<file path="src/rtl/past_pkg.sv">
// Shared types and derived-width helpers for the sampled-history controller.
package past_pkg;

    typedef enum logic [1:0] {
        IDLE   = 2'd0,
        FILL   = 2'd1,
        FULL   = 2'd2,
        FROZEN = 2'd3
    } state_t;

    function automatic int sel_width(input int depth);
        return (depth > 1) ? $clog2(depth) : 1;
    endfunction

    function automatic int cnt_width(input int depth);
        return $clog2(depth + 1);
    endfunction

endpackage

</file>
<file path="src/rtl/past_tap_shreg.sv">
// WIDTH x DEPTH history shift register; tap 0 holds the newest sample.
module past_tap_shreg #(
    parameter int WIDTH = 1,
    parameter int DEPTH = 4
)(
    input  logic                         clk,
    input  logic                         rst_n,
    input  logic                         shift_en,
    input  logic                         clear,
    input  logic [WIDTH-1:0]             d,
    output logic [DEPTH-1:0][WIDTH-1:0]  taps
);

    logic [DEPTH-1:0][WIDTH-1:0] taps_q;

    // Clear wins over shift so a flush never lets a sample slip in.
    always_ff @(posedge clk or negedge rst_n) begin
        if (!rst_n) begin
            taps_q <= '0;
        end else if (clear) begin
            taps_q <= '0;
        end else if (shift_en) begin
            taps_q[0] <= d;
            for (int i = 1; i < DEPTH; i++) begin
                taps_q[i] <= taps_q[i-1];
            end
        end
    end

    assign taps = taps_q;

endmodule

</file>
<file path="src/rtl/past_window_ctrl.sv">
// Sequencer for a multi-tap $past history: fill tracking, freeze/flush and a
// sticky mismatch checker on the selected tap.
module past_window_ctrl
    import past_pkg::*;
#(
    parameter int WIDTH = 1,
    parameter int DEPTH = 4,
    parameter int SEL_W = sel_width(DEPTH),
    parameter int CNT_W = cnt_width(DEPTH)
)(
    input  logic             clk,
    input  logic             rst_n,
    input  logic             en,
    input  logic [WIDTH-1:0] d,
    input  logic             flush,
    input  logic             freeze_req,
    output logic             freeze_ack,
    input  logic [SEL_W-1:0] sel,
    output logic [WIDTH-1:0] past_q,
    output logic             past_valid,
    output logic [CNT_W-1:0] fill_cnt,
    input  logic             chk_en,
    input  logic [WIDTH-1:0] exp,
    output logic             err,
    output logic [1:0]       state
);

    localparam logic [CNT_W-1:0] DEPTH_C = CNT_W'(DEPTH);

    state_t                      state_q;
    logic [CNT_W-1:0]            cnt_q;
    logic [CNT_W-1:0]            cnt_d;
    logic                        err_q;
    logic                        ack_q;
    logic                        shift_en;
    logic                        mismatch;
    logic [DEPTH-1:0][WIDTH-1:0] taps;

    // Shifting is allowed in IDLE (first sample) and in FILL/FULL unless a
    // freeze or flush takes priority this edge.
    always_comb begin
        shift_en = 1'b0;
        if (!flush && en) begin
            if (state_q == IDLE) begin
                shift_en = 1'b1;
            end else if ((state_q == FILL || state_q == FULL) && !freeze_req) begin
                shift_en = 1'b1;
            end
        end
    end

    assign cnt_d = (cnt_q == DEPTH_C) ? cnt_q : cnt_q + CNT_W'(1);

    past_tap_shreg #(
        .WIDTH (WIDTH),
        .DEPTH (DEPTH)
    ) u_shreg (
        .clk      (clk),
        .rst_n    (rst_n),
        .shift_en (shift_en),
        .clear    (flush),
        .d        (d),
        .taps     (taps)
    );

    // Selects beyond the last tap read as zero rather than aliasing.
    always_comb begin
        past_q = '0;
        if (int'(sel) < DEPTH) begin
            past_q = taps[sel];
        end
    end

    assign past_valid = (int'(cnt_q) > int'(sel));
    assign mismatch   = chk_en && past_valid && (past_q != exp);

    always_ff @(posedge clk or negedge rst_n) begin
        if (!rst_n) begin
            state_q <= IDLE;
            cnt_q   <= '0;
            err_q   <= 1'b0;
            ack_q   <= 1'b0;
        end else if (flush) begin
            state_q <= IDLE;
            cnt_q   <= '0;
            err_q   <= 1'b0;
            ack_q   <= 1'b0;
        end else begin
            if (mismatch) begin
                err_q <= 1'b1;
            end
            case (state_q)
                IDLE: begin
                    if (en) begin
                        state_q <= FILL;
                        cnt_q   <= CNT_W'(1);
                    end
                end
                FILL, FULL: begin
                    if (freeze_req) begin
                        state_q <= FROZEN;
                        ack_q   <= 1'b1;
                    end else if (en) begin
                        cnt_q   <= cnt_d;
                        state_q <= (cnt_d == DEPTH_C) ? FULL : FILL;
                    end
                end
                FROZEN: begin
                    if (!freeze_req) begin
                        state_q <= (cnt_q == DEPTH_C) ? FULL : FILL;
                        ack_q   <= 1'b0;
                    end
                end
                default: state_q <= IDLE;
            endcase
        end
    end

    assign freeze_ack = ack_q;
    assign fill_cnt   = cnt_q;
    assign err        = err_q;
    assign state      = state_q;

endmodule

</file>
<file path="config.mk">
export PLATFORM = sky130hd
export DESIGN_NAME = past_window_ctrl
export DESIGN_NICKNAME = d
export VERILOG_FILES = /design/src/rtl/past_pkg.sv /design/src/rtl/past_tap_shreg.sv /design/src/rtl/past_window_ctrl.sv
export SDC_FILE = /design/constraint.sdc
export NUM_CORES = 1
export LEC_CHECK = 0
export CORE_MARGIN = 3
export CORE_UTILIZATION = 30
export DETAILED_ROUTE_END_ITERATION = 12
export SYNTH_ARGS = -nofsm -noshare
export SYNTH_HDL_FRONTEND = slang
export SYNTH_SLANG_ARGS = --single-unit
</file>
<file path="constraint.sdc">
create_clock -name clk -period 1.9 [get_ports clk]
set_clock_uncertainty 0.15 [all_clocks]
set_input_delay 0.38 -clock clk [delete_from_list [all_inputs] [get_ports clk]]
set_output_delay 0.38 -clock clk [all_outputs]
set_load 0.1 [all_outputs]
</file>
; After elaboration in Yosys (flattened, before gate mapping)
; Cells that the tools add are included.
[word_totals]
reg_bits = 11
input_bits = 10
output_inout_bits = 9
wordCells = 66
[op_classes]
addsub = 1
n_lt_le_gt_ge = 2
n_eq_ne = 12
mux = 27
reduce_logical = 16
[op_table]
columns = cell, n
row1 = two-way mux 3 bit, 5
row2 = "!= test 3 bit, second input constant", 5
row3 = two-way mux 2 bit, 7
row4 = two-way mux 1 bit, 9
row5 = two-way mux 4 bit, 2
row6 = "== test 3 bit, second input constant", 2
row7 = one-hot mux 2 bit (3 select lines), 1
row8 = one-hot mux 3 bit (2 select lines), 1
row9 = AND reduction 3 bit, 2
row10 = nonzero test 3 bit, 2
row11 = "== test 2 bit, second input constant", 2
row12 = logical AND 1 bit, 4
row13 = "!= test 4 bit, second input constant", 1
row14 = AND reduction 4 bit, 1
row15 = nonzero test 2 bit, 2
row16 = "adder 3 x 1 -> 3 bit, second input constant", 1
row17 = greater-than comparator 3 x 2 -> 1 bit, 1
row18 = "< comparator 2 x 3 -> 1 bit, second input constant", 1
row19 = binary-select mux 1 bit (select 2 bit), 1
row20 = "== test 2 x 1 -> 1 bit, second input constant", 1
row21 = zero test 1 bit, 2
row22 = zero test 2 bit, 1
row23 = one-hot mux 1 bit (2 select lines), 1
row24 = OR reduction 2 bit, 1
row25 = 2 further kinds, 2

; Depth between registers and ports, before layout
[logic_depth]
ltp_word = 8
depth_mapped = 7
mapped_depth_nobuf = 6

; By module
; A second synthesis with hierarchy kept.
[hier_totals]
hier_cells = 81
area_unflattened_um2 = 755.7
[by_module_without_submodules]
columns = module, instances, cells_each, area_each_um2, seq_area_each_um2
row1 = past_window_ctrl, 1, 68, 595.6, 175.2
row2 = past_tap_shreg, 1, 13, 160.2, 100.1

; Worst setup path before layout
; No wires, ideal clock.
[synth_path]
path_kind = reg2reg
from = register cnt_q[0], in the netlist fill_cnt[0]
to = register err_q, in the netlist err
t_arrival_ns = 3.501
setup_slack_ns = -1.831
stages_incl_launch_ff = 6
n_path_buf = 0
cell_sequence = dfrtp_1 inv_1 ha_1 a32oi_1 a31oi_1 nor2_1
[synth_between]
elab_chain_len = 4
[synth_lines]
columns = item, line
row1 = from (decl), past_window_ctrl.sv:31  ; logic [CNT_W-1:0] cnt_q;
row2 = from (signal assigned), past_window_ctrl.sv:104  ; cnt_q <= cnt_d;
row3 = greater-than comparator 3 x 2 -> 1 bit, past_window_ctrl.sv:74  ; assign past_valid = (int'(cnt_q) > int'(sel));
row4 = named net past_valid, past_window_ctrl.sv:20  ; output logic past_valid,
row5 = logical AND 1 bit (2 in a row), past_window_ctrl.sv:75  ; assign mismatch = chk_en && past_valid && (past_q != exp);
row6 = nonzero test 2 bit (no source line), --
row7 = to (signal assigned), past_window_ctrl.sv:81  ; err_q <= 1'b0;
row8 = to (signal assigned), past_window_ctrl.sv:86  ; err_q <= 1'b0;
row9 = to (signal assigned), past_window_ctrl.sv:90  ; err_q <= 1'b1;
row10 = to (decl), past_window_ctrl.sv:33  ; logic err_q;
; The timed path passes the listed nets, and every way through them passes these cells.
; A chain may end at the register's enable or synchronous reset.

; Final worst setup path
[layout_path]
from = register cnt_q[1], in the netlist fill_cnt[1]
to = output port past_valid
[layout_between]
elab_chain_len = 1
[layout_lines]
columns = item, line
row1 = greater-than comparator 3 x 2 -> 1 bit, past_window_ctrl.sv:74
row2 = to (decl), past_window_ctrl.sv:20
; Every way passes these cells.

==> impl_metrics.py <==
metrics = {
    "outcome": {
        "status": "finished with violations",
        "violations": "setup timing",
    },
    "layout": {
        "drive_above_1_share_pct": 48.89,
        "nets": 152,
        "antennaDiodeCount": 0,
        "final_area_um2": 1486,
        "areaGrowthSynthToFinish_pct": 78.65,
    },
    "routing": {
        "remaining_drc_errors": 0,
        "ant_nets": 0,
        "first_pass_iters": 4,
        "first_iter_violations": 13,
        "drt_wl_total_um": 2300,
        "vias": 834,
        "wl_per_cell_um": 13.94,
        "vias_per_cell": 5.055,
    },
    "clock_network": {
        "cts_max_level": 1,
        "clock-sinks": 11,
        "cts_hold_buf": 0,
        "clk_latency_ns": 0.27,
        "cts_tree": "yes",
        "cts_buffer_depth": 2,
        "clk_pin_slew_worst_paths_ns": 0.08,
        "root_buffer": "clkbuf_4",
        "cts_buffers": 3,
    },
    "worst_setup_path": {
        "r2r-end": "state[0]",
        "reg2reg_setup_slack_ns": -0.08,
        "path_buf_inv": 2,
        "cp.required_ns": 1.37,
        "start_kind": "flip-flop",
        "crit_chain": "buf_6, ha_4, nand2b_4, a32oi_4, buf_12",
        "path_max_fanout": 2,
        "critPathTopFamily": "flip-flops",
        "rr_startpoint": "fill_cnt[1]",
        "cp_slowest_stage_delay_ns": 0.48,
        "reg2reg_depth": 8,
        "critPathSlowestCell": "dfrtp_4",
        "criticalPathCategory": "reg -> out",
        "cp-end-kind": "primary output",
        "cp.arrival_ns": 1.64,
    },
    "logic_synthesis": {
        "synthDistinctLibCells": 32,
        "synth_fp_nets": 104,
        "yosys.area.top_type": "dfrtp_1",
        "synth_top_area_share_pct": 33.08,
        "syn_inst": 88,
        "syn_area_um2": 832.0,
        "ys_seq_elements": 11,
        "syn_area_per_cell_um2": 9.455,
        "synth_area_leaders": "dfrtp_1 (33%), ha_1 (9.0%), inv_1 (5.0%)",
        "yosysSeqAreaShare_pct": 33.08,
        "yosys_warnings": 0,
    },
    "placed_design": {
        "dp_hpwl_um": 1695,
        "place.port_buffers": 18,
        "place_area_um2": 1340,
        "pre_cts_ws_ns": -0.3841,
        "gp_congestion": 0.8455,
    },
    "grt": {
        "gr-total-overflow": 0,
        "grt_max_degree": 12,
        "grt_pass1_wl_um": 3801,
        "antenna_found_initial": 0,
        "grt_pass1_vias": 870,
        "grtUsageTotal_pct": 14.19,
    },
    "power": {
        "cellLeakagePower_nw": 0.6589,
        "powerDensity_nw_per_um2": 1239,
        "peakVddDrop_uv": 1031,
    },
    "die": {
        "num_io_pins": 19,
        "rows": 18,
        "die_h_um": 58.67,
        "design.die.area_um2": 3442,
        "initial_core_util_pct": 32.41,
        "die_w_um": 58.67,
        "coreArea_um2": 2567,
    },
    "timing": {
        "finalWorstSetupSlack_ns": -0.2675,
        "tightestPinTransition_ns": 0.5535,
        "max_freq_ghz": 0.4614,
        "finalHoldViolations": 0,
        "rsz0062_at_grt": "yes",
        "fin_crit_sh_pct": 114.1,
        "setup_viol": 2,
        "layout_min_cycle_time_ns": 2.167,
        "maxSlewViolCount": 0,
        "relSlewSlack_pct": 62.99,
    },
    "run": {
        "cap_violations": 0,
    },
    "hold_path": {
        "hp-class": "in -> async",
    },
}
cell usage after synthesis, drive strengths merged:
cell type	count
a21o	1
nand2b	4
nor2	4
mux4	1
xor2	1
ha	6
nand4	2
a221oi	1
nor3b	3
clkbuf	1
buf	3
o311ai	1
mux2	3
a32oi	2
a211o	2
a21oi	3
a2111oi	1
inv	11
dfrtp	11
a31oi	2
o21a	1
nor3	2
o2bb2ai	1
nand3	3
o21ai	7
nor4b	1
nand2	3
o32ai	1
nor2b	4
a2bb2oi	2
flip-flops by register name, summed over array words and instances, names as in the netlist:
| register | cells |
|---|---|
| state | 2 |
| fill_cnt | 3 |
| u_shreg.taps | 4 |
| freeze_ack | 1 |
| err | 1 |
metrics by stage:
| stage | power, mW | setup TNS, ns | util, % | instances | hold slack, ns |
|---|---|---|---|---|---|
| 6_report | 1.842 | -0.3477 | 57.89 | 165 | 0.3106 |
| 4_1_cts | 1.780 | -0.3798 | 55.75 | 158 | 0.3266 |
| 3_5_place_dp | 1.538 | -1.064 | 52.19 | 148 | 0.3539 |
| 2_1_floorplan | 1.140 | -1.034 | - | 88 | -0.06559 |
| 3_3_place_gp | 1.523 | -0.9644 | 52.19 | 148 | 0.3495 |
| 5_1_grt | 1.944 | -0.5355 | 57.89 | 165 | 0.3354 |
cell families after synthesis:
group | share of synthesized area [%]
mux | 6.766
compound gates | 22.11
xor+xnor | 1.053
flops | 33.08
simple gates | 19.25
fa+ha+maj | 9.022
buf+inv | 8.721
power by group:
group / switching (mW) / internal, mW
logic: 0.712 / 0.619
registers: 0.0541 / 0.291
clock network: 0.0853 / 0.0812
what timing repair did:
item | in CTS | in global routing
setup buffers | 6 | 7
pin swaps | 5 | 5
gates resized for setup | 7 | 1
setup endpoints to repair | 3 | 8
per-layer routing:
layer	track usage (%)	share of wire [%]	vias up
li1	-	-	414
met3	2.632	5.2	2
met1	18.34	45	401
met5	0	0	-
met2	23.76	50	17
met4	4.854	0.52	0
cells in the final DEF (no fill, tap or decap), types with 2 or more instances in the layout:
cell and n:
a211o_1 2, nand2b_1 2, inv_1 7, a21oi_1 3
a31oi_1 2, nand4_1 2, buf_4 28, clkbuf_4 3
mux2_4 3, buf_12 9, nand2_1 3, dfrtp_4 5
nor2b_1 4, a2bb2oi_1 2, ha_1 3, dfrtp_1 6
inv_4 3, nor3_1 2, nand2b_4 2, nand3_1 3
o21ai_0 6, clkdlybuf4s50_1 7, nor2_1 4, ha_4 3
worst max-delay path by stage:
stage                      from         end  cells past startpoint
global route        fill_cnt[0]  past_valid                      5
global placement         sel[1]  past_valid                      6
CTS                 fill_cnt[1]  past_valid                      5
finish              fill_cnt[1]  past_valid                      5
detailed placement       sel[1]  past_valid                      6
floorplan           fill_cnt[1]  past_valid                      3
final cells by class:
class	count	area [um2]
sequential	11	294.0
fill	235	1081
timing repair buffer	47	490.5
clock buffer	4	26.28
multi-input combinational	62	589.3
tap	30	37.54
inverter	11	48.80
Note: power is estimated with default switching activity, not from simulation.
